`src/rtl/trng_pkg.sv`:
```
// Shared definitions for the TRNG seed collector: FSM states,
// block size and operation codes.
package trng_pkg;

    typedef enum logic [2:0] {
        IDLE,
        READ,
        CAPTURE_LAST,
        CHECK,
        LAUNCH,
        WAIT_DONE,
        DONE,
        FAIL
    } state_t;

    localparam int         WORDS     = 16;
    localparam logic [1:0] OP_RESEED = 2'b11;

endpackage

```
`src/rtl/trng_health_test.sv`:
```
// Repetition-count and all-zero health test over a stream of 32-bit words.
// The fail flag is valid once the last word of a block has been presented.
module trng_health_test #(
    parameter int REP_LIMIT = 3
) (
    input  logic        clk,
    input  logic        Resetn,
    input  logic        clr,
    input  logic        valid,
    input  logic [31:0] word,
    output logic        fail
);

    logic [31:0] prev;
    logic [4:0]  run;
    logic [4:0]  run_n;
    logic        seen;
    logic        rep;
    logic        nz;

    assign run_n = (seen && word == prev) ? run + 5'd1 : 5'd1;
    assign fail  = rep | ~nz;

    always_ff @(posedge clk or negedge Resetn) begin
        if (!Resetn) begin
            prev <= '0;
            run  <= '0;
            seen <= 1'b0;
            rep  <= 1'b0;
            nz   <= 1'b0;
        end else if (clr) begin
            prev <= '0;
            run  <= '0;
            seen <= 1'b0;
            rep  <= 1'b0;
            nz   <= 1'b0;
        end else if (valid) begin
            prev <= word;
            seen <= 1'b1;
            run  <= run_n;
            if (run_n >= 5'(REP_LIMIT))
                rep <= 1'b1;
            if (word != '0)
                nz <= 1'b1;
        end
    end

endmodule

```
`src/rtl/trng_sram_collector.sv`:
```
// Gathers a 16-word seed block from SRAM, health-checks it and hands
// it to the TRNG core, with a watchdog on the core's completion.
module trng_sram_collector
    import trng_pkg::*;
#(
    parameter int BASE_ADDR = 0,
    parameter int REP_LIMIT = 3,
    parameter int TIMEOUT   = 1024
) (
    input  logic         clk,
    input  logic         Resetn,
    input  logic         Collect_Go,
    input  logic [1:0]   Op_Type_In,
    input  logic [1:0]   Bank_Sel,
    output logic         sram_rd_en,
    output logic [5:0]   sram_addr,
    input  logic [31:0]  sram_rdata,
    output logic         TRNG_Go,
    output logic [1:0]   Op_Type,
    output logic [511:0] data_in,
    input  logic         TRNG_Done,
    output logic         Busy,
    output logic         Collect_Done,
    output logic         Health_Fail,
    output logic         Timeout
);

    localparam int TW = $clog2(TIMEOUT) + 1;

    state_t        state;
    logic [3:0]    rd_k;
    logic [3:0]    cap_k;
    logic          rd_q;
    logic          start;
    logic          hfail;
    logic [TW-1:0] tmr;

    assign start = (state == IDLE) && Collect_Go;

    trng_health_test #(
        .REP_LIMIT(REP_LIMIT)
    ) u_health (
        .clk   (clk),
        .Resetn(Resetn),
        .clr   (start),
        .valid (rd_q),
        .word  (sram_rdata),
        .fail  (hfail)
    );

    always_ff @(posedge clk or negedge Resetn) begin
        if (!Resetn) begin
            state        <= IDLE;
            rd_k         <= '0;
            cap_k        <= '0;
            rd_q         <= 1'b0;
            tmr          <= '0;
            sram_rd_en   <= 1'b0;
            sram_addr    <= '0;
            TRNG_Go      <= 1'b0;
            Op_Type      <= '0;
            data_in      <= '0;
            Busy         <= 1'b0;
            Collect_Done <= 1'b0;
            Health_Fail  <= 1'b0;
            Timeout      <= 1'b0;
        end else begin
            TRNG_Go      <= 1'b0;
            Collect_Done <= 1'b0;
            // SRAM data lags the strobe by one cycle
            rd_q         <= sram_rd_en;
            if (rd_q) begin
                data_in[{cap_k, 5'd0} +: 32] <= sram_rdata;
                cap_k <= cap_k + 4'd1;
            end
            unique case (state)
                IDLE: begin
                    if (Collect_Go) begin
                        Op_Type     <= Op_Type_In;
                        Health_Fail <= 1'b0;
                        Timeout     <= 1'b0;
                        data_in     <= '0;
                        cap_k       <= '0;
                        rd_k        <= '0;
                        Busy        <= 1'b1;
                        if (Op_Type_In == OP_RESEED) begin
                            state   <= LAUNCH;
                            TRNG_Go <= 1'b1;
                        end else begin
                            state      <= READ;
                            sram_rd_en <= 1'b1;
                            sram_addr  <= 6'(BASE_ADDR) + {Bank_Sel, 4'b0};
                        end
                    end
                end
                READ: begin
                    rd_k <= rd_k + 4'd1;
                    if (rd_k == 4'(WORDS - 1)) begin
                        sram_rd_en <= 1'b0;
                        state      <= CAPTURE_LAST;
                    end else begin
                        sram_addr <= sram_addr + 6'd1;
                    end
                end
                CAPTURE_LAST: state <= CHECK;
                CHECK: begin
                    if (hfail) begin
                        state        <= FAIL;
                        Health_Fail  <= 1'b1;
                        Collect_Done <= 1'b1;
                    end else begin
                        state   <= LAUNCH;
                        TRNG_Go <= 1'b1;
                    end
                end
                LAUNCH: begin
                    tmr   <= '0;
                    state <= WAIT_DONE;
                end
                WAIT_DONE: begin
                    // expiry lands DONE exactly TIMEOUT cycles after LAUNCH
                    if (TRNG_Done || tmr == TW'(TIMEOUT - 2)) begin
                        Timeout      <= !TRNG_Done;
                        Collect_Done <= 1'b1;
                        state        <= DONE;
                    end else begin
                        tmr <= tmr + 1'b1;
                    end
                end
                DONE, FAIL: begin
                    state <= IDLE;
                    Busy  <= 1'b0;
                end
                default: state <= IDLE;
            endcase
        end
    end

endmodule

```
`config.mk`:
```
export PLATFORM = sky130hd
export DESIGN_NAME = trng_sram_collector
export DESIGN_NICKNAME = d
export VERILOG_FILES = /design/src/rtl/trng_pkg.sv /design/src/rtl/trng_health_test.sv /design/src/rtl/trng_sram_collector.sv
export SDC_FILE = /design/constraint.sdc
export NUM_CORES = 1
export LEC_CHECK = 0
export ABC_AREA = 1
export CORE_MARGIN = 1.5
export CORE_UTILIZATION = 51
export DETAILED_ROUTE_END_ITERATION = 10
export PLACE_DENSITY_LB_ADDON = 0.3
export SYNTH_ARGS = -nofsm -noshare
export SYNTH_HDL_FRONTEND = slang
export SYNTH_SLANG_ARGS = --single-unit
```
`constraint.sdc`:
```
create_clock -name clk -period 3.7 [get_ports clk]
set_clock_uncertainty 0.15 [all_clocks]
set_input_delay 0.74 -clock clk [delete_from_list [all_inputs] [get_ports clk]]
set_output_delay 0.74 -clock clk [all_outputs]
set_load 0.005 [all_outputs]
```
==> metrics, run 1 <==
hpwl dp 64.19 mm; clock power share ~22%; GPL Wtd Cong 0.9338; Syn. warnings 0; Antenna Nets Post-Route 0; worst hold path depth 0; reg2reg start cap_k[0]; ys async rst share 100.0%; Initial Utilization 51.73%; synthesized instance count 2672; max-capacitance violation count 0; Setup violations, final 0; vias in the first global route 22950; CTS tree built; Seq pwr share approximately 34%; Hold Fails Final Rpt 0; switching pwr between 10 and 15 mW; Post-Syn Area 24750 um^2; final period utilization 92.30%; height of the die ~220 um; root buffer cell clkbuf_16; die footprint roughly 50000 um^2; largest net degree at the start of global routing 166; # IOs 566; worst path cell trace inv_2 > ha_2 > inv_1 > nand2_1 > nand2_2 > buf_4 > nor2_1 > nand3_2 > o21ai_0 > a21oi_1; global-route wire length before repair 143.8 mm; NumNets Final around 3200; dpl cells 3705; min Tclk post-route 3.415 ns; Worst Hold End rd_q; total leakage power about 15 nW; Internal Power roughly 18 mW; Comb power frac 43.9%; reg2reg end data_in[103]; sw frac 38.44%; H-tree depth 2; clock slew at reported path FFs approximately 0.06 ns; family with the most delay on the worst path simple AND/OR/NAND/NOR gates; CP Max Fanout roughly 50; Longest Clk Path Bufs 3; register area share after synthesis 59.55%; setup TNS 0 ns; worst reg2reg path depth 10; cell accounting for the most synthesized area dfrtp_1; Hold Crit Start sram_rd_en; Rows 80; Crit Path Class register to register; flop2flop setup slack ~0.29 ns; initial antenna violation count 3; Post-Syn Nets 2721; Core ar. 47850 um^2; syn avg cell area between 9 and 10 um^2; Post-synth EDFFs 0; Worst-Margin Slew 1.188 ns; DR vias 23290; Fin Hold WS between 0.2 and 0.3 ns; Slowest cell on crit path nand3_2; Residual DRC 0; drt total wl between 90 and 100 mm; dominant synthesized flop cell dfrtp_1; TritonRoute pass-1 iters 6; Die Span X 223.3 um; setup slack after layout 0.2851 ns; CTS Buf Count 59; clock insertion delay at the later pin of the skew report 0.63 ns; fraction of layout cells with a size suffix above 1 7.192%; Max Freq approximately 290 MHz; CP Launch Type register; Total Power ~29 mW; Hold Path Class register to register; Area Growth Syn to Fin 34.24%; maximum VDD drop 0.0005011 V; PwrDens 885.5 nW/um^2; Crit path required time roughly 4 ns; Critical Path AT 3.74 ns; WP buf/inv 3; vias per cell ~6.1; Sink Count roughly 590; #FFs+latches synth 589; top cells by area, synth dfrtp_1, o21ai_0, a21oi_1; GRT Overall Usage 38.19%; IO buf count 565; Yosys cell types 40; Max-Slew Margin vs Limit 20.68%; pre-CTS setup slack around 0.38 ns; top cells by count, synth dfrtp_1, o21ai_0, a21oi_1, nand2_1, inv_1; top cell type's share of synthesized area 59.55%; most common cell in the netlist dfrtp_1; Max Slew Vio Count 0; slowest stage delay, CP 0.77 ns; Non-Filler Instances 3814; DR iter-0 viols 2952; setup repair after global routing missed its margin false; GRT Residual Overflow 0; Worst setup EP type register; WL/cell 25.25 um; status completed
==> cell type report <==
type | instances | area, um^2
diodes | 1 | 2.502
clock buffers | 83 | 1739
clock inverters | 24 | 356.6
fillers | 3644 | 14620
inverters | 209 | 794.5
multi-input cells | 1637 | 8317
flip-flops and latches | 589 | 14740
well taps | 615 | 769.5
repair buffers | 656 | 6509
==> per-stage QoR <==
| step | area (um^2) | utilization [%] |
|---|---|---|
| global placement | 31120 | 65.04 |
| finish | 33230 | 69.45 |
| global route | 33230 | 69.45 |
| CTS | 33230 | 69.44 |
| detailed placement | 31120 | 65.04 |
| floorplan | 24750 | - |
==> worst register-to-register path, stage by stage, from the launching register on <==
cell	delay [ns]
dfrtp_1	0.38
inv_2	0.32
ha_2	0.26
inv_1	0.04
nand2_1	0.06
nand2_2	0.09
buf_4	0.27
nor2_1	0.31
nand3_2	0.77
o21ai_0	0.53
a21oi_1	0.09
==> cells by family after synthesis <==
group,Yosys count,synth area share [%]
adder cells (fa/ha/maj),9,0.4549
XOR/XNOR,14,0.4953
AO/OA/AOI/OAI,1070,22.11
flip-flops,589,59.55
buffers and inverters,446,6.976
AND/OR/NAND/NOR,544,10.41
==> how the worst max path moves through the flow <==
stage / start / to / slack, ns / cells after the start
global placement: sram_rdata[16] / u_health.rep / 0.51 / 11
global route: cap_k[0] / data_in[104] / 0.01 / 10
floorplan: cap_k[0] / data_in[152] / 1.07 / 10
CTS: cap_k[0] / data_in[109] / 0.33 / 10
detailed placement: cap_k[0] / data_in[109] / 0.38 / 10
finish: cap_k[0] / data_in[103] / 0.29 / 10
==> timing repair <==
action                    CTS  global route
setup buffers               0             0
hold buffers                1             0
hold endpoints to repair   41             0
resized for setup           0             0
==> per-layer routing <==
metal  global-route usage, %  routed length [um]  share of wire (%)  up-vias
met5                       0                   9             0.0093        -
met4                   18.00                5153                5.4        2
met3                   11.98               10290                 11      298
met2                   59.78               44420                 46     1324
met1                   48.54               36430                 38    11550
li1                        -                   -                  -    10110
==> sequential cells by signal, indices dropped and copies added (netlist names), 2 cells and up <==
name           flops
tmr               11
cap_k              4
Op_Type            2
rd_k               4
data_in          512
state              3
sram_addr          6
u_health.run       5
u_health.prev     32
==> power groups by stage <==
stage / clock [mW] / sequential (mW) / combinational, mW
2_1_floorplan: 0 / 9.92 / 6.03
3_3_place_gp: 0 / 9.94 / 12.3
3_5_place_dp: 0 / 9.99 / 12.7
4_1_cts: 6.55 / 9.96 / 12.8
5_1_grt: 6.79 / 10.2 / 14.0
6_report: 6.51 / 10.0 / 12.9
==> layout by cell type (no fill, tap or decap), types with 5 or more instances in the layout <==
cell             synthesis  final
xor2_1                  10     10
o22ai_1                 23     23
clkbuf_1               189      9
inv_1                  198    196
nor4_1                  46     46
dfrtp_1                589    588
o21ai_0                529    529
inv_2                    8     10
o31ai_1                  6      6
nand3_2                  2      5
ha_1                     9      8
a21oi_1                472    472
clkbuf_8                 0     13
nand3_1                 30     27
clkinv_2                 0     11
nand2_1                216    216
o41ai_1                  7      7
clkbuf_16                0     61
nor3_4                   7      7
o21ai_1                 20     20
nor3_1                  61     61
clkdlybuf4s50_1          0    564
buf_12                   0     13
bufinv_16                0      9
nor2_1                 117    116
buf_4                    0     77
nand4_1                 51     51
Note: power is estimated with default switching activity, not from simulation.
==> run 2: changes to the inputs <==
- CORE_UTILIZATION: 51 -> 43
- SKIP_LAST_GASP: default -> 1
==> run 2 against run 1 <==
  * Via count down 1.7%
  * Highest routed layer unchanged
  * Hold slack worse by 0.0081 ns
  * Non-clock buffer count down 1
  * Setup slack worse by 0.067 ns
  * Largest cell class unchanged
  * Global-route usage fell by 5.4 points
  * Total power is 0.55% lower
  * First-iteration DRC count decreased by 35%
  * Critical endpoint is now data_in[437]
  * Sequential share of layout area fell by 0.13 points
  * Combinational power about the same
  * Register-to-register slack worse by 0.07 ns
==> metrics, run 2 (synthesis gave the netlist of run 1 again) <==
hpwl dp 67.11 mm; Rows 87; WL/cell 24.93 um; dpl cells 3845; sw frac 38.87%; max-capacitance violation count 0; min Tclk post-route 3.482 ns; Max Freq roughly 290 MHz; CTS tree built; Crit Path Class register to register; IO buf count 565; Fin Hold WS 0.2795 ns; DR vias 22890; global-route wire length before repair around 150 mm; Largest register FFs 512; switching pwr 11.37 mW; status completed; Area Growth Syn to Fin 34.64%; Post-CTS Setup Inserts 0; family with the most delay on the worst path simple AND/OR/NAND/NOR gates; worst hold path depth 0; Max Slew Vio Count 0; setup TNS 0 ns; most flop-heavy register data_in; Worst-Margin Slew between 1 and 1.5 ns; Seq pwr share 34.2%; height of the die 242.9 um; fin util 58.87%; setup slack after layout approximately 0.22 ns; Residual DRC 0; final period utilization 94.11%; commonest non-fill, non-tap cell in the layout dfrtp_1; Crit path depth 6; TritonRoute pass-1 iters 6; Crit path required time 4.09 ns; pre-CTS setup slack between 0.05 and 0.06 ns; Max-Slew Margin vs Limit 12.92%; total leakage power 14.89 nW; clock power share 21.7%; Internal Power 17.89 mW; Antenna Nets Post-Route 0; Sink Count 589; initial antenna violation count 6; GRT Residual Overflow 0; CTS Buf Count 61; vias in the first global route 22440; die footprint 59010 um^2; top flop regs data_in: 512 flops, u_health.prev: 32 flops, tmr: 11 flops; Comb power frac 44.1%; GPL Wtd Cong between 0.9 and 1; Slowest cell on crit path nor4_1; largest net degree at the start of global routing 188; Hold Path Class register to register; PwrDens 878.0 nW/um^2; clock slew at reported path FFs ~0.06 ns; H-tree depth 2; root buffer cell clkbuf_16; maximum VDD drop between 0.0005 and 0.0006 V; Die Span X between 200 and 250 um; DR iter-0 viols between 1500 and 2000; Initial Utilization 43.73%; slowest stage delay, CP 1.15 ns; NumNets Final 3202; drt total wl 98.69 mm; fraction of layout cells with a size suffix above 1 7.219%; commonest cells after routing, fill and taps aside dfrtp_1, clkdlybuf4s50_1, o21ai_0, a21oi_1, nand2_1; worst reg2reg path depth 6; CP most frequent cell inv_2; CP Max Fanout 30; setup repair after global routing missed its margin false; Critical Path AT ~3.9 ns; Setup violations, final 0; vias per cell 5.783; Worst setup EP type register; worst path cell trace inv_2 > ha_2 > inv_2 > nor4_1 > o21ai_0 > a21oi_1; # IOs ~570; GRT Overall Usage 32.76%; clock insertion delay at the later pin of the skew report 0.62 ns; Hold Fails Final Rpt 0; CP Launch Type register; Longest Clk Path Bufs 3; WP buf/inv 2; Core ar. between 50000 and 60000 um^2; Non-Filler Instances 3958
[run 2: cell count changes in the layout (fill, tap and decap cells not counted), moves of 3 or more]
| cell | previous run | this run |
|---|---|---|
| buf_12 | 13 | 9 |
| buf_4 | 77 | 80 |
| bufinv_16 | 9 | 5 |
| clkbuf_1 | 9 | 14 |
[run 2: per-layer routing]
layer | up-vias | global-route usage [%] | wire (um)
li1 | 10140 | - | -
met1 | 11310 | 41.26 | 37420
met2 | 1194 | 50.63 | 44970
met3 | 238 | 10.78 | 10690
met4 | 4 | 16.39 | 5572
met5 | - | 0 | 28
[run 2: path summary, 6_finish.rpt]
kind	end	startpoint	slack (ns)
max in group asynchronous	cap_k[0]	Resetn	1.78
worst max register to register	data_in[437]	cap_k[1]	0.22
min in group asynchronous	data_in[427]	Resetn	0.53
worst max-delay path	data_in[437]	cap_k[1]	0.22
worst min-delay path	rd_q	sram_rd_en	0.28
worst min register to register	rd_q	sram_rd_en	0.28
[run 2: through the flow]
stage               power, mW  area [um^2]
CTS                     29.26        33300
floorplan               15.95        24750
finish                  29.26        33330
global route            30.92        33330
detailed placement      22.80        31240
global placement        22.47        31240
[run 2: power by group through the flow]
stage	clock (mW)	sequential (mW)	combinational, mW
6_report	6.34	10.0	12.9
2_1_floorplan	0	9.92	6.03
4_1_cts	6.42	9.99	12.8
3_5_place_dp	0	10.0	12.8
5_1_grt	6.67	10.2	14.0
3_3_place_gp	0	9.97	12.5
[run 2: repair_timing]
action,CTS,global route
resized for setup,0,3
hold buffers,1,0
endpoints found under the setup margin,0,3
hold endpoints to repair,45,0
[run 2: area by class of cell]
cell class,instances,area [um^2]
diodes,2,5.005
clock buffers,90,1808
clock inverters,20,241.5
fillers,4774,23280
inverters,209,794.5
multi-input cells,1637,8338
flip-flops and latches,589,14740
well taps,756,945.9
repair buffers,655,6451
[run 2: worst reg2reg max path, stage by stage, from the launching register on]
cell     delay (ns)
dfrtp_1        0.44
inv_2          0.11
ha_2           0.71
inv_2          0.46
nor4_1         1.15
o21ai_0        0.22
a21oi_1        0.15
